===== config.mk =====
export PLATFORM = sky130hd
export DESIGN_NAME = mem_ctrl_flat
export DESIGN_NICKNAME = d
export VERILOG_FILES = /design/src/rtl/mem_ctrl_pkg.sv /design/src/rtl/mem_ctrl_if.sv /design/src/rtl/mem_ctrl_byte_seq.sv /design/src/rtl/mem_ctrl.sv /design/src/flat_wrapper.sv
export SDC_FILE = /design/constraint.sdc
export NUM_CORES = 1
export LEC_CHECK = 0
export BUFFER_PORTS_ARGS = -buffer_cell sky130_fd_sc_hd__buf_2
export CORE_MARGIN = 2
export CORE_UTILIZATION = 30
export CTS_CLUSTER_DIAMETER = 30
export CTS_CLUSTER_SIZE = 28
export DETAILED_ROUTE_END_ITERATION = 6
export PLACE_DENSITY = 0.5
export SKIP_CTS_REPAIR_TIMING = 1
export SLEW_MARGIN = 20
export SYNTH_ARGS = -nofsm -noshare
export SYNTH_HDL_FRONTEND = slang
export SYNTH_SLANG_ARGS = --single-unit

===== constraint.sdc =====
create_clock -name clock -period 2.85 [get_ports clock]
set_clock_uncertainty 0.2 [all_clocks]
set_input_delay 0.285 -clock clock [delete_from_list [all_inputs] [get_ports clock]]
set_output_delay 0.285 -clock clock [all_outputs]
set_load 0.02 [all_outputs]

===== src/rtl/mem_ctrl_pkg.sv =====
// Shared types and constants for the main-RAM controller.
//   state_e   : controller FSM states
//   len_e     : data-port access length encoding
//   req_t     : request payload latched at accept (owner, direction, bytes, write data)
//   len_bytes : maps a length code to a byte count (1/2/4; code 3 counts as a word)
package mem_ctrl_pkg;

  localparam int unsigned DATA_W = 32;
  localparam int unsigned RAM_W  = 8;
  localparam int unsigned LEN_W  = 2;
  localparam int unsigned CNT_W  = 3;
  localparam int unsigned LANES  = DATA_W / RAM_W;

  typedef enum logic [1:0] {
    ST_IDLE = 2'd0,
    ST_RD   = 2'd1,
    ST_WR   = 2'd2,
    ST_DONE = 2'd3
  } state_e;

  typedef enum logic [LEN_W-1:0] {
    LEN_BYTE = 2'd0,
    LEN_HALF = 2'd1,
    LEN_WORD = 2'd2
  } len_e;

  typedef struct packed {
    logic              own_d;
    logic              wr;
    logic [CNT_W-1:0]  n;
    logic [DATA_W-1:0] wdata;
  } req_t;

  function automatic logic [CNT_W-1:0] len_bytes(input logic [LEN_W-1:0] len);
    case (len)
      LEN_BYTE: return CNT_W'(1);
      LEN_HALF: return CNT_W'(2);
      default:  return CNT_W'(4);
    endcase
  endfunction

endpackage


===== src/rtl/mem_ctrl_if.sv =====
// Bus bundle between the requesters, the controller and the byte-wide RAM.
//   i_*   : instruction fetch port (word reads only)
//   d_*   : data port (1/2/4-byte reads and writes)
//   mem_* : byte-wide RAM port
// slave modport is the controller's view; master is the requester/RAM side.
interface mem_ctrl_if #(
  parameter int unsigned ADDR_W = 32
);
  import mem_ctrl_pkg::*;

  logic              i_read;
  logic [ADDR_W-1:0] i_addr;
  logic              i_busy;
  logic              i_ready;
  logic [DATA_W-1:0] i_data;

  logic              d_read;
  logic              d_write;
  logic [ADDR_W-1:0] d_addr;
  logic [LEN_W-1:0]  d_len;
  logic [DATA_W-1:0] d_wdata;
  logic              d_busy;
  logic              d_ready;
  logic [DATA_W-1:0] d_rdata;

  logic [RAM_W-1:0]  mem_din;
  logic [RAM_W-1:0]  mem_dout;
  logic [ADDR_W-1:0] mem_a;
  logic              mem_wr;

  modport slave (
    input  i_read, i_addr, d_read, d_write, d_addr, d_len, d_wdata, mem_din,
    output i_busy, i_ready, i_data, d_busy, d_ready, d_rdata, mem_dout, mem_a, mem_wr
  );

  modport master (
    output i_read, i_addr, d_read, d_write, d_addr, d_len, d_wdata, mem_din,
    input  i_busy, i_ready, i_data, d_busy, d_ready, d_rdata, mem_dout, mem_a, mem_wr
  );

endinterface


===== src/rtl/mem_ctrl_byte_seq.sv =====
// Byte sequencer: address/offset generator, write-byte mux and read lane capture.
//   clock, reset : clock and async active-low reset
//   clr          : clear all read lanes (new transfer)
//   cap          : capture mem_din into lane idx-2
//   idx          : transfer counter (byte offset for address/write mux)
//   base         : latched start address
//   wdata        : latched write word
//   mem_din      : RAM read byte
//   addr_c       : base + idx, wraps modulo 2^ADDR_W
//   wbyte_c      : write byte selected by idx
//   word_c       : assembled word including the byte being captured this cycle
module mem_ctrl_byte_seq
  import mem_ctrl_pkg::*;
#(
  parameter int unsigned ADDR_W = 32
) (
  input  logic              clock,
  input  logic              reset,
  input  logic              clr,
  input  logic              cap,
  input  logic [CNT_W-1:0]  idx,
  input  logic [ADDR_W-1:0] base,
  input  logic [DATA_W-1:0] wdata,
  input  logic [RAM_W-1:0]  mem_din,
  output logic [ADDR_W-1:0] addr_c,
  output logic [RAM_W-1:0]  wbyte_c,
  output logic [DATA_W-1:0] word_c
);

  logic [LANES-1:0][RAM_W-1:0] lanes;
  logic [1:0]                  lane;

  // Read data arrives one cycle after its address, so idx=2 lands in lane 0.
  assign lane    = 2'(idx - CNT_W'(2));
  assign addr_c  = base + ADDR_W'(idx);
  assign wbyte_c = wdata[RAM_W*idx[1:0] +: RAM_W];

  // Lane capture; cleared per transfer so short reads come out zero-extended.
  always_ff @(posedge clock or negedge reset) begin
    if (!reset) begin
      lanes <= '0;
    end else if (clr) begin
      lanes <= '0;
    end else if (cap) begin
      lanes[lane] <= mem_din;
    end
  end

  // Bypass the byte arriving this cycle so the final word is ready one edge earlier.
  always_comb begin
    word_c = lanes;
    if (cap) begin
      word_c[RAM_W*lane +: RAM_W] = mem_din;
    end
  end

endmodule


===== src/rtl/mem_ctrl.sv =====
// Main-RAM controller: arbitrates instruction and data requests onto the byte RAM,
// serialises each into byte accesses and returns a one-cycle ready pulse.
//   clock : system clock
//   reset : async active-low reset
//   bus   : mem_ctrl_if.slave (i_* fetch port, d_* data port, mem_* RAM port)
// Parameters: ADDR_W address width; D_FIRST=1 gives the data port priority.
module mem_ctrl
  import mem_ctrl_pkg::*;
#(
  parameter int unsigned ADDR_W  = 32,
  parameter bit          D_FIRST = 1'b1
) (
  input  logic        clock,
  input  logic        reset,
  mem_ctrl_if.slave   bus
);

  state_e            state_q, state_d;
  req_t              req_q, req_d;
  logic [ADDR_W-1:0] addr_q, addr_d;
  logic [CNT_W-1:0]  cnt_q, cnt_d;
  logic [ADDR_W-1:0] mem_a_q, mem_a_d;
  logic              mem_wr_q, mem_wr_d;
  logic [RAM_W-1:0]  mem_dout_q, mem_dout_d;
  logic              i_ready_q, i_ready_d;
  logic              d_ready_q, d_ready_d;
  logic [DATA_W-1:0] i_data_q, i_data_d;
  logic [DATA_W-1:0] d_rdata_q, d_rdata_d;

  logic              d_req_c, busy_c, i_busy_c, d_busy_c, i_acc_c, d_acc_c;
  logic              lane_clr_c, lane_cap_c;
  logic [ADDR_W-1:0] seq_addr_c;
  logic [RAM_W-1:0]  seq_wbyte_c;
  logic [DATA_W-1:0] seq_word_c;

  // Arbitration: busy flags are combinational so the loser sees them in the same cycle.
  assign d_req_c  = bus.d_read | bus.d_write;
  assign busy_c   = (state_q != ST_IDLE);
  assign i_busy_c = busy_c || (D_FIRST && d_req_c);
  assign d_busy_c = busy_c || (!D_FIRST && bus.i_read);
  assign i_acc_c  = bus.i_read && !i_busy_c;
  assign d_acc_c  = d_req_c && !d_busy_c;

  mem_ctrl_byte_seq #(.ADDR_W(ADDR_W)) u_seq (
    .clock   (clock),
    .reset   (reset),
    .clr     (lane_clr_c),
    .cap     (lane_cap_c),
    .idx     (cnt_q),
    .base    (addr_q),
    .wdata   (req_q.wdata),
    .mem_din (bus.mem_din),
    .addr_c  (seq_addr_c),
    .wbyte_c (seq_wbyte_c),
    .word_c  (seq_word_c)
  );

  // Next-state and registered-output logic.
  always_comb begin
    state_d    = state_q;
    req_d      = req_q;
    addr_d     = addr_q;
    cnt_d      = cnt_q;
    mem_a_d    = mem_a_q;
    mem_wr_d   = 1'b0;
    mem_dout_d = '0;
    i_ready_d  = 1'b0;
    d_ready_d  = 1'b0;
    i_data_d   = '0;
    d_rdata_d  = '0;
    lane_clr_c = 1'b0;
    lane_cap_c = 1'b0;

    case (state_q)
      ST_IDLE: begin
        if (d_acc_c) begin
          req_d.own_d = 1'b1;
          req_d.wr    = bus.d_write;
          req_d.n     = len_bytes(bus.d_len);
          req_d.wdata = bus.d_wdata;
          addr_d      = bus.d_addr;
        end else if (i_acc_c) begin
          req_d.own_d = 1'b0;
          req_d.wr    = 1'b0;
          req_d.n     = CNT_W'(4);
          req_d.wdata = '0;
          addr_d      = bus.i_addr;
        end
        if (d_acc_c || i_acc_c) begin
          cnt_d      = CNT_W'(1);
          lane_clr_c = 1'b1;
          mem_a_d    = addr_d;
          if (req_d.wr) begin
            state_d    = ST_WR;
            mem_wr_d   = 1'b1;
            mem_dout_d = req_d.wdata[RAM_W-1:0];
          end else begin
            state_d = ST_RD;
          end
        end
      end

      // cnt = cycle number k; byte k-2 arrives in cycle k, one extra cycle after the last address.
      ST_RD: begin
        lane_cap_c = (cnt_q >= CNT_W'(2));
        cnt_d      = CNT_W'(cnt_q + CNT_W'(1));
        if (cnt_q < req_q.n) begin
          mem_a_d = seq_addr_c;
        end
        if (cnt_q == CNT_W'(req_q.n + CNT_W'(1))) begin
          state_d = ST_DONE;
          if (req_q.own_d) begin
            d_ready_d = 1'b1;
            d_rdata_d = seq_word_c;
          end else begin
            i_ready_d = 1'b1;
            i_data_d  = seq_word_c;
          end
        end
      end

      ST_WR: begin
        if (cnt_q < req_q.n) begin
          mem_a_d    = seq_addr_c;
          mem_wr_d   = 1'b1;
          mem_dout_d = seq_wbyte_c;
          cnt_d      = CNT_W'(cnt_q + CNT_W'(1));
        end else begin
          state_d   = ST_DONE;
          d_ready_d = 1'b1;
        end
      end

      ST_DONE: begin
        state_d = ST_IDLE;
        cnt_d   = '0;
      end

      default: state_d = ST_IDLE;
    endcase
  end

  // State and output registers; reset clears mem_wr immediately, aborting any transfer.
  always_ff @(posedge clock or negedge reset) begin
    if (!reset) begin
      state_q    <= ST_IDLE;
      req_q      <= '0;
      addr_q     <= '0;
      cnt_q      <= '0;
      mem_a_q    <= '0;
      mem_wr_q   <= 1'b0;
      mem_dout_q <= '0;
      i_ready_q  <= 1'b0;
      d_ready_q  <= 1'b0;
      i_data_q   <= '0;
      d_rdata_q  <= '0;
    end else begin
      state_q    <= state_d;
      req_q      <= req_d;
      addr_q     <= addr_d;
      cnt_q      <= cnt_d;
      mem_a_q    <= mem_a_d;
      mem_wr_q   <= mem_wr_d;
      mem_dout_q <= mem_dout_d;
      i_ready_q  <= i_ready_d;
      d_ready_q  <= d_ready_d;
      i_data_q   <= i_data_d;
      d_rdata_q  <= d_rdata_d;
    end
  end

  assign bus.i_busy   = i_busy_c;
  assign bus.d_busy   = d_busy_c;
  assign bus.i_ready  = i_ready_q;
  assign bus.i_data   = i_data_q;
  assign bus.d_ready  = d_ready_q;
  assign bus.d_rdata  = d_rdata_q;
  assign bus.mem_a    = mem_a_q;
  assign bus.mem_wr   = mem_wr_q;
  assign bus.mem_dout = mem_dout_q;

endmodule

===== src/flat_wrapper.sv =====
// flat-port wrapper written by rule: the top's interface ports become plain ports
module mem_ctrl_flat import mem_ctrl_pkg::*;
#(
  parameter int unsigned ADDR_W  = 32,
  parameter bit          D_FIRST = 1'b1
)
  (clock, reset, bus_i_read, bus_i_addr, bus_d_read, bus_d_write, bus_d_addr, bus_d_len, bus_d_wdata, bus_mem_din, bus_i_busy, bus_i_ready, bus_i_data, bus_d_busy, bus_d_ready, bus_d_rdata, bus_mem_dout, bus_mem_a, bus_mem_wr);
  mem_ctrl_if #(.ADDR_W(ADDR_W)) bus_i ();
  input  logic clock;
  input  logic reset;
  input wire logic [$bits(bus_i.i_read)-1:0] bus_i_read;
  input wire logic [$bits(bus_i.i_addr)-1:0] bus_i_addr;
  input wire logic [$bits(bus_i.d_read)-1:0] bus_d_read;
  input wire logic [$bits(bus_i.d_write)-1:0] bus_d_write;
  input wire logic [$bits(bus_i.d_addr)-1:0] bus_d_addr;
  input wire logic [$bits(bus_i.d_len)-1:0] bus_d_len;
  input wire logic [$bits(bus_i.d_wdata)-1:0] bus_d_wdata;
  input wire logic [$bits(bus_i.mem_din)-1:0] bus_mem_din;
  output wire logic [$bits(bus_i.i_busy)-1:0] bus_i_busy;
  output wire logic [$bits(bus_i.i_ready)-1:0] bus_i_ready;
  output wire logic [$bits(bus_i.i_data)-1:0] bus_i_data;
  output wire logic [$bits(bus_i.d_busy)-1:0] bus_d_busy;
  output wire logic [$bits(bus_i.d_ready)-1:0] bus_d_ready;
  output wire logic [$bits(bus_i.d_rdata)-1:0] bus_d_rdata;
  output wire logic [$bits(bus_i.mem_dout)-1:0] bus_mem_dout;
  output wire logic [$bits(bus_i.mem_a)-1:0] bus_mem_a;
  output wire logic [$bits(bus_i.mem_wr)-1:0] bus_mem_wr;
  assign bus_i.i_read = bus_i_read;
  assign bus_i.i_addr = bus_i_addr;
  assign bus_i.d_read = bus_d_read;
  assign bus_i.d_write = bus_d_write;
  assign bus_i.d_addr = bus_d_addr;
  assign bus_i.d_len = bus_d_len;
  assign bus_i.d_wdata = bus_d_wdata;
  assign bus_i.mem_din = bus_mem_din;
  assign bus_i_busy = bus_i.i_busy;
  assign bus_i_ready = bus_i.i_ready;
  assign bus_i_data = bus_i.i_data;
  assign bus_d_busy = bus_i.d_busy;
  assign bus_d_ready = bus_i.d_ready;
  assign bus_d_rdata = bus_i.d_rdata;
  assign bus_mem_dout = bus_i.mem_dout;
  assign bus_mem_a = bus_i.mem_a;
  assign bus_mem_wr = bus_i.mem_wr;
  mem_ctrl #(.ADDR_W(ADDR_W), .D_FIRST(D_FIRST)) u_core (.clock(clock), .reset(reset), .bus(bus_i));
endmodule

After elaboration in Yosys (flattened, before gate mapping)
Cells that the tools add are included.
{"block": "op_classes", "addsub": 5, "order_cmp": 4, "eq_ne": 11, "shift": 3, "muxes": 48, "bitwise": 1, "n_reduce_logical": 17}
{"operator": "32-bit two-way mux", "count": 13}
{"operator": "37-bit two-way mux", "count": 3}
{"operator": "32-bit bitwise mux", "count": 2}
{"operator": "32-bit case mux with 2 select lines", "count": 1}
{"operator": "5-bit negator with 34-bit output", "count": 1}
{"operator": "8-bit by 34-bit variable shift with 32-bit output (first input constant)", "count": 1}
{"operator": "8-bit by 34-bit variable part select with 32-bit output", "count": 1}
{"operator": "32-bit by 3-bit adder with 32-bit output", "count": 1}
{"operator": "8-bit two-way mux", "count": 4}
{"operator": "32-bit by 6-bit variable part select with 8-bit output", "count": 1}
{"operator": "8-bit demux with 2-bit select", "count": 1}
{"operator": "8-bit case mux with 2 select lines", "count": 1}
{"operator": "1-bit two-way mux", "count": 12}
{"operator": "3-bit case mux with 4 select lines", "count": 1}
{"operator": "2-bit two-way mux", "count": 4}
{"operator": "2-bit by 1-bit != test with 1-bit output (second input constant)", "count": 4}
{"operator": "2-bit case mux with 4 select lines", "count": 1}
{"operator": "3-bit by 1-bit adder with 3-bit output (second input constant)", "count": 2}
{"operator": "3-bit two-way mux", "count": 2}
{"operator": "3-bit case mux with 2 select lines", "count": 1}
{"operator": "3-bit AND reduction", "count": 2}
{"operator": "2-bit nonzero test", "count": 3}
{"operator": "2-bit by 1-bit == test with 1-bit output (second input constant)", "count": 2}
{"operator": "2-bit == test (second input constant)", "count": 2}
{"operator": "other kinds (16)", "count": 23}
{"block": "totals", "reg_bits": 213, "out_inout_bits": 109, "word_cells": 108}

Depth between registers and ports, before layout
Gate-level depths: netlist (run 1).
{"block": "logic_depth", "depth_word": 10, "ltp_mapped": 11}

Modules after synthesis
A second synthesis (run 1) with hierarchy kept.
{"block": "hier_totals", "hier_cells": 1056, "hier_area_um2": 10505.1}
{"module": "mem_ctrl", "n_inst": 1, "cells_each": 739, "area_each_um2": 7846.3}
{"module": "mem_ctrl_byte_seq", "n_inst": 1, "cells_each": 317, "area_each_um2": 2658.8}

Worst setup path after synthesis (run 1)
OpenSTA, ideal clock, no wires.
{"block": "synth_path", "path_type": "register to register", "start": "register u_core.cnt_q[1]", "end": "register u_core.i_data_q[22] (netlist: u_core.bus.i_data[22])", "setup_ns": 0.074, "arrival_time_ns": 2.175, "required_time_ns": 2.576, "path_slack_ns": 0.402, "stages_incl_launch_ff": 7, "path_buffers": 1, "synth_period_minus_slack_ns": 2.448, "path_cell_list": "dfrtp_1 > clkbuf_1 > inv_1 > ha_1 > nor4_1 > a21boi_0 > nor2_1"}
{"block": "synth_via", "elab_chain_len": 8, "elab_cells_between_ends": 12, "cone_classes": "add/sub (2); order compare (1); eq/ne (1); shift (2); mux (6)"}
{"item": "from (decl)", "line": "mem_ctrl.sv:21", "source": "logic [CNT_W-1:0] cnt_q, cnt_d;"}
{"item": "from (signal assigned)", "line": "mem_ctrl.sv:161", "source": "cnt_q <= cnt_d;"}
{"item": "2-bit subtractor", "line": "mem_ctrl_byte_seq.sv:34", "source": "assign lane = 2'(idx - CNT_W'(2));"}
{"item": "5-bit negator with 34-bit output", "line": "mem_ctrl_byte_seq.sv:53", "source": "word_c[RAM_W*lane +: RAM_W] = mem_din;"}
{"item": "8-bit by 34-bit variable part select with 32-bit output / 8-bit by 34-bit variable shift with 32-bit output (equally long branches)", "line": "mem_ctrl_byte_seq.sv:53"}
{"item": "32-bit bitwise mux", "line": "mem_ctrl_byte_seq.sv:53"}
{"item": "32-bit two-way mux", "line": "mem_ctrl_byte_seq.sv:52", "source": "if (cap) begin"}
{"item": "32-bit two-way mux", "line": "mem_ctrl.sv:112", "source": "if (req_q.own_d) begin"}
{"item": "32-bit two-way mux (*)", "line": "mem_ctrl.sv:110", "source": "if (cnt_q == CNT_W'(req_q.n + CNT_W'(1))) begin"}
{"item": "32-bit two-way mux (*)", "line": "mem_ctrl.sv:74", "source": "case (state_q)"}
{"item": "net u_core.i_data_d[22]", "line": "mem_ctrl.sv:27", "source": "logic [DATA_W-1:0] i_data_q, i_data_d;"}
{"item": "to (signal assigned)", "line": "mem_ctrl.sv:167", "source": "i_data_q <= i_data_d;"}
{"item": "to (decl)", "line": "mem_ctrl.sv:27"}
Mark *: on every way through the listed nets, which the timed path passes. The rest lies on a longest branch.
A chain may end at the register's enable or synchronous reset.

Worst setup path after layout (run 1)
{"block": "layout_path", "start": "register u_core.state_q[0]", "end": "register u_core.addr_q[6]"}
{"block": "layout_via", "elab_chain_len": 6, "elab_cells_between_ends": 9, "cone_classes": "mux (2); reduce/logical (7)"}
{"item": "from (decl)", "line": "mem_ctrl.sv:18", "source": "state_e state_q, state_d;"}
{"item": "from (signal assigned)", "line": "mem_ctrl.sv:158", "source": "state_q <= state_d;"}
{"item": "2-bit nonzero test", "line": "mem_ctrl.sv:38", "source": "assign busy_c = (state_q != ST_IDLE);"}
{"item": "1-bit logical OR", "line": "mem_ctrl.sv:39", "source": "assign i_busy_c = busy_c || (D_FIRST && d_req_c);"}
{"item": "1-bit logical NOT", "line": "mem_ctrl.sv:41", "source": "assign i_acc_c = bus.i_read && !i_busy_c;"}
{"item": "1-bit logical AND", "line": "mem_ctrl.sv:41"}
{"item": "32-bit two-way mux", "line": "mem_ctrl.sv:82", "source": "end else if (i_acc_c) begin"}
{"item": "32-bit two-way mux", "line": "mem_ctrl.sv:76", "source": "if (d_acc_c) begin"}
{"item": "to (signal assigned)", "line": "mem_ctrl.sv:160", "source": "addr_q <= addr_d;"}
{"item": "to (decl)", "line": "mem_ctrl.sv:20", "source": "logic [ADDR_W-1:0] addr_q, addr_d;"}
Several ways; a longest one is shown, not always the timed one.

==> key figures, run 1 <==
Run status
  • Outcome: complete, but fails checks
  • Failing checks: negative hold slack

CTS
  • CTS Root Cell: clkbuf_16
  • CTS Sinks: 212
  • CTS max path bufs: 3
  • Clk_lat worst skew: 560 ps
  • H-tree depth: 2
  • CTS tree: built
  • Worst-path clk slew: 50 ps
  • CTS Buf Count: 59

Die
  • Initial core utilization: 0.3044
  • Standard-cell rows: 65
  • Core area: 31,560 um^2
  • Total Die Area: 33,460 um^2
  • Overall die height: 182.9 um
  • I/O Pins: 220
  • Die W: 182.9 um

Power
  • Sw Share: 0.3629
  • Flop pwr share: 0.258
  • Power density over the cells: 1247 nW/um^2
  • Net Sw Power: 6.533 mW
  • Comb power frac: 0.351
  • Clk pwr share: 0.391
  • Int Pwr: 11.47 mW
  • Peak VDD IR: 0.0006524 V
  • P_leak: 6.955 nW

Global routing
  • Vias in the first global route: 8,173
  • Grt ovf: 0
  • First-pass GRT wire length: 45,100 um
  • Initial antenna violation count: 0
  • Total GRT Usage: 0.1706
  • Largest net degree at the start of global routing: 89

Critical path
  • Reg-to-Reg Start: u_core.state_q[0]
  • WP buf/inv: 4
  • Worst path top cell family by delay: buffers and inverters
  • Worst-path fanout max: 13
  • Crit path DAT: 3020 ps
  • Crit path required time: 3150 ps
  • Setup crit end kind: flip-flop
  • Crit path from: u_core.state_q[0]
  • CP max stage delay: 590 ps
  • CP Launch Type: flip-flop
  • CP Class: flip-flop to flip-flop
  • CP max stage cell: dlygate4sd3_1
  • CP dominant cell by count: buf_4
  • Worst path cell trace: inv_1, ha_1, buf_4, and4bb_2, or2_1, buf_4, o21ai_0, dlygate4sd3_1

Synthesis
  • Ranking of synthesized cells by area: dfrtp_1 55%, nand2_1 5.2%, a21oi_1 3.5%
  • Yosys reg bits: 212
  • Post-synth top area share: 0.5524
  • Seq/Total Area, Yosys: 0.5524
  • Synth warn: 0
  • Post-synth ARST share: 1.000
  • Post-synth EDFFs: 0
  • Post-Syn Area per Cell: 10.17 um^2
  • Post-synthesis cell area: 9604 um^2
  • Netlist cell types: 64
  • Area leader, netlist: dfrtp_1
  • Top_reg_cell synth: dfrtp_1
  • Synth Net Count: 1,073
  • Syn Inst Count: 944

Routing
  • # DRC: 0
  • Vias per cell: 4.864
  • DR iter-0 viols: 463
  • Met2 WL: 14,000 um
  • DR WL/cell: 16.94 um
  • WL met1: 13,670 um
  • Post-route ant nets: 0
  • Final WL: 29,770 um
  • WL met3: 1515 um
  • Max layer used: met4
  • Drt pass-1 iters: 5
  • Via count: 8,546

Finish
  • Layout cells sized above 1: 0.2856
  • Commonest non-fill, non-tap cells in the layout: 218 x buf_2, 212 x dfrtp_1, 133 x nand2_1, 106 x dlygate4sd3_1, 86 x nor2_1
  • Final Net Count: 1,433
  • Diodes inserted: 0
  • Synth-to-Final Area Change: 50.34%
  • Fill count: 3,003
  • Commonest non-fill, non-tap cell in the layout: buf_2

STA
  • Period utilization: 0.9538
  • RSZ-0062 raised after global routing: false
  • Final setup margin: 131.7 ps
  • Slew HR: 0.3089
  • TNS Setup: 0 ps
  • Final hold violation count: 7
  • Hold slack: -37.43 ps
  • Achievable frequency: 367.9 MHz
  • Final setup vio count: 0
  • Slew @ Worst Pin: 1037 ps
  • Final Slew Violations: 0
  • Crit path time final: 2718 ps

Place
  • Routability congestion estimate: 0.8207
  • PortBufs: 219
  • Dpl ws: 292.0 ps
  • Detailed placer's ending HPWL: 19,590 um

Hold path
  • Hold Path Class: primary input to flip-flop
  • Hold path start: bus_d_addr[30]

Flow run
  • Max_cap viols: 0
==> metal layers <==
| layer | up-vias | GRT usage |
|---|---|---|
| li1 | 4110 | - |
| met5 | - | 0 |
| met2 | 262 | 0.2674 |
| met4 | 0 | 0.05760 |
| met1 | 4130 | 0.2342 |
| met3 | 44 | 0.03713 |
==> final cells by class <==
cell class	instances	area, um^2	share of cell area
clock buffer	63	1511	0.1047
multi-input combinational	647	3918	0.2713
sequential	212	5305	0.3674
timing repair buffer	359	2447	0.1695
inverter	25	93.84	0.006499
tap	402	503.0	0.03484
clock inverter	49	660.6	0.04575
==> flip-flops by register name, indices dropped and copies added, names as in the netlist <==
signal               flops
u_core.bus.i_ready       1
u_core.cnt_q             3
u_core.state_q           2
u_core.bus.mem_a        32
u_core.addr_q           32
u_core.req_q            36
u_core.bus.d_rdata      32
u_core.bus.i_data       32
u_core.u_seq.lanes      32
u_core.bus.mem_wr        1
u_core.bus.mem_dout      8
u_core.bus.d_ready       1
==> kinds of logic (layout without fill, tap and decap cells) <==
| logic type | count (synthesis) | after routing | share of synthesized area |
|---|---|---|---|
| adder cells (fa/ha/maj) | 18 | 18 | 0.02423 |
| AO/OA/AOI/OAI | 248 | 248 | 0.1697 |
| buffers and inverters | 85 | 496 | 0.04078 |
| AND/OR/NAND/NOR | 347 | 347 | 0.1681 |
| XOR/XNOR | 21 | 21 | 0.02071 |
| flip-flops | 212 | 212 | 0.5524 |
| multiplexers | 13 | 13 | 0.02410 |
==> worst paths after layout <==
check	end	cells past startpoint	slack, ps
worst max-delay path	u_core.addr_q[6]	8	130
worst min-delay path	u_core.bus.mem_a[30]	5	-40
worst max register to register	u_core.addr_q[6]	8	130
worst min register to register	u_core.bus.mem_a[14]	2	280
max in group asynchronous	u_core.u_seq.lanes[23]	4	510
min in group asynchronous	u_core.state_q[0]	3	500
==> cell usage after synthesis (5+ instances only) <==
cell       number
a21boi_0       20
a21oi_1        67
a22o_1         34
a22oi_1        27
a2bb2oi_1       6
and2_1          9
and3_1         23
buf_1           7
buf_2          22
buf_4           6
clkbuf_1       22
dfrtp_1       212
ha_1           17
inv_1          25
mux4_2          8
nand2_1       133
nand3_1        45
nand4_1        14
nor2_1         86
nor4_1          5
o21ai_0        46
o22ai_1        13
xnor2_1         8
xor2_1         12
==> power groups by stage <==
stage          Clock (mW)  Combinational [mW]  Sequential (mW)
3_3_place_gp            0                6.01             4.66
5_1_grt              7.38                7.01             4.75
6_report             7.04                6.32             4.64
3_5_place_dp            0                6.05             4.66
4_1_cts              7.17                6.08             4.63
2_1_floorplan           0                3.92             4.84
==> metrics by stage <==
step | hold slack (ps) | instances | util | total power, mW | instance area (um^2)
6_report | -37.43 | 1757 | 0.4576 | 18.00 | 14440
5_1_grt | 3.886 | 1757 | 0.4576 | 19.14 | 14440
4_1_cts | -620.3 | 1651 | 0.4239 | 17.88 | 13380
3_5_place_dp | -19.75 | 1539 | 0.3551 | 10.71 | 11210
3_3_place_gp | -15.74 | 1539 | 0.3551 | 10.67 | 11210
2_1_floorplan | -210.6 | 944 | - | 8.762 | 9604
==> worst reg2reg max path, stage by stage, from the launching register on <==
cell	delay, ps
dfrtp_1	380
inv_1	90
ha_1	200
buf_4	180
and4bb_2	290
or2_1	280
buf_4	210
o21ai_0	230
dlygate4sd3_1	590
No activity file was read; power rests on OpenSTA's default activity.
==> inputs of run 2 (changes only) <==
PLACE_DENSITY = unset   (was 0.5)
PLACE_DENSITY_LB_ADDON = 0.15   (was unset)
RECOVER_POWER = 25   (was unset)
==> run 2 against run 1 <==
The flow finishes with violations (negative hold slack, max-capacitance violations, max-slew violations). Highest routed layer unchanged. Power down 1.6%. Final area shrank 1.2%. Sequential power is 1% higher. Setup slack improved by 55 ps. Sequential cell count stayed put. Wire length increased by 1.1%. Hold slack got worse by 1.8 ps. Maximum frequency up 2.1%. Via count down 0.97%. Sequential share of layout area grew 0.45 points. Global-route usage rose by 0.35 points. Critical path depth did not move. Critical endpoint is now u_core.addr_q[11].
==> key figures, run 2 (synthesis gave the netlist of run 1 again) <==
Run status
  • Outcome: complete, but fails checks
  • Failing checks: negative hold slack, max-capacitance violations, max-slew violations

Routing
  • DR iter-0 viols: 538 (+16%)
  • Final WL: 30,110 um (+1.1%)
  • Drt pass-1 iters: 6 (+1)
  • # DRC: 0 (unchanged)
  • Via count: 8,463 (-0.97%)
  • DR WL/cell: 17.30 um (+2.1%)
  • Vias per cell: 4.861 (about the same)
  • Post-route ant nets: 0 (unchanged)

Finish
  • Diodes inserted: 0 (unchanged)
  • Max FFs per register: 36 (unchanged)
  • Synth-to-Final Area Change: 48.53%
  • Final cell count without fillers: 1,741 (-0.91%)
  • Layout cells sized above 1: 0.2793 (-0.006296)
  • Top reg by flops: u_core.req_q
  • Commonest non-fill, non-tap cell in the layout: buf_2
  • Final Net Count: 1,424 (-0.63%)
  • Commonest non-fill, non-tap cells in the layout: 218 x buf_2, 212 x dfrtp_1, 133 x nand2_1, 103 x dlygate4sd3_1, 86 x nor2_1
  • Post-layout util: 0.4521 (-0.005511)

Global routing
  • Initial antenna violation count: 0 (unchanged)
  • Grt ovf: 0 (unchanged)
  • First-pass GRT wire length: 46,150 um (+2.3%)
  • GRT busiest layer: met2
  • Grt met3 use: 0.03396 (-0.003177)
  • M2 GR Usage: 0.2721 (+0.004697)
  • Vias in the first global route: 8,098 (-0.92%)
  • Total GRT Usage: 0.1741 (+0.003519)
  • Met1 Use GR: 0.2448 (+0.01059)
  • Largest net degree at the start of global routing: 70 (-21%)

CTS
  • H-tree depth: 2 (unchanged)
  • Clk_lat worst skew: 560 ps (about the same)
  • CTS Buf Count: 55 (-6.8%)
  • Worst-path clk slew: 40 ps (about the same)
  • CTS Sinks: 212 (unchanged)
  • CTS Root Cell: clkbuf_16
  • CTS max path bufs: 3 (unchanged)
  • CTS tree: built

Critical path
  • CP Class: flip-flop to flip-flop
  • R2r setup slk: 190 ps (+50 ps)
  • Crit path DAT: 2900 ps (-120 ps)
  • CP Launch Type: flip-flop
  • CP dominant cell by count: buf_4
  • CP max stage delay: 570 ps (-20 ps)
  • Worst path cell trace: inv_1, ha_1, buf_4, and4bb_2, buf_4, a22oi_1, nand2_1, dlygate4sd3_1
  • CP max stage cell: dlygate4sd3_1
  • Setup crit end kind: flip-flop
  • Crit path required time: 3080 ps (-70 ps)
  • Worst-path fanout max: 20 (+7)

Flow run
  • Max_cap viols: 1 (+1)

Die
  • Initial core utilization: 0.3044 (unchanged)
  • Overall die height: 182.9 um (unchanged)
  • Total Die Area: 33,460 um^2 (unchanged)
  • I/O Pins: 220 (unchanged)
  • Standard-cell rows: 65 (unchanged)
  • Core area: 31,560 um^2 (unchanged)
  • Die W: 182.9 um (unchanged)

STA
  • Slew @ Worst Pin: 1604 ps (+567.1 ps)
  • Final setup vio count: 0 (unchanged)
  • Crit path time final: 2663 ps (-54.95 ps)
  • Slew HR: -0.06917 (-0.3781)
  • Final Slew Violations: 64 (+64)
  • Achievable frequency: 375.5 MHz (+2.1%)
  • RSZ-0062 raised after global routing: false
  • Final hold violation count: 6 (-1)
  • TNS Setup: 0 ps (unchanged)
  • Period utilization: 0.9345 (-0.01928)
  • Hold slack: -39.27 ps (-1.847 ps)
  • Final setup margin: 186.6 ps (+54.95 ps)

Power
  • Power density over the cells: 1242 nW/um^2 (-0.39%)
  • Peak VDD IR: 0.0005758 V (-12%)
  • P_leak: 6.883 nW (-1.0%)
  • Pwr Total: 17.72 mW (-1.6%)

Place
  • PortBufs: 219 (unchanged)
  • Placed Instances: 1,537 (-0.13%)
  • Detailed placer's ending HPWL: 20,160 um (+2.9%)
  • Dpl ws: 342.0 ps (+50.05 ps)
  • Routability congestion estimate: 0.8319 (+1.4%)

Hold path
  • Hold Path Class: primary input to flip-flop
run 2: cell types whose count changed in the layout (fill, tap and decap cells not counted), moves of 3 or more:
cell           previous run  this run
buf_4                    32        29
clkinv_2                  9         6
clkbuf_16                59        56
clkinv_4                  9         2
dlygate4sd3_1           106       103
clkbuf_8                  2         8
clkinvlp_4               13         9
run 2: critical path, delay by kind of cell, from the launching register on:
kind | cells | cell delay (ps)
and+or+nand+nor | 2 | 360
buffers and inverters | 4 | 1060
AOI/OAI and AO/OA | 1 | 330
DFF | 1 | 370
adders and majority gates | 1 | 220
run 2: area by class of cell:
cell class | count | area (um^2)
clock buffer | 67 | 1523
timing repair buffer | 354 | 2396
inverter | 25 | 93.84
sequential | 212 | 5305
fill | 3049 | 17290
multi-input combinational | 647 | 3918
clock inverter | 34 | 526.8
tap | 402 | 503.0
run 2: path summary, 6_finish.rpt:
check	start	end	depth (start not counted)
worst max-delay path	u_core.state_q[0]	u_core.addr_q[11]	8
min in group asynchronous	reset	u_core.bus.i_data[8]	2
worst max register to register	u_core.state_q[0]	u_core.addr_q[11]	8
worst min register to register	u_core.bus.mem_a[18]	u_core.bus.mem_a[18]	2
worst min-delay path	bus_i_addr[18]	u_core.bus.mem_a[18]	5
max in group asynchronous	reset	u_core.addr_q[16]	3
run 2: routing by layer:
| metal | vias to the layer above | share of wire |
|---|---|---|
| li1 | 4079 | - |
| met2 | 244 | 0.47 |
| met5 | - | 0 |
| met4 | 0 | 0.020 |
| met3 | 47 | 0.051 |
| met1 | 4093 | 0.46 |
run 2: power breakdown:
part           switching, mW  internal, mW  total, mW
clock                   1.96          4.78       6.74
combinational           3.71          2.57       6.29
sequential             0.704          3.98       4.69
total                   6.38          11.3       17.7
run 2: per-stage QoR:
step | instance area (um^2) | hold WS, ps
after global placement | 11200 | 67.37
after detailed placement | 11200 | 71.73
after global routing | 14260 | 2.451
final | 14260 | -39.27
after floorplan | 9604 | -210.6
after CTS | 13250 | -525.6
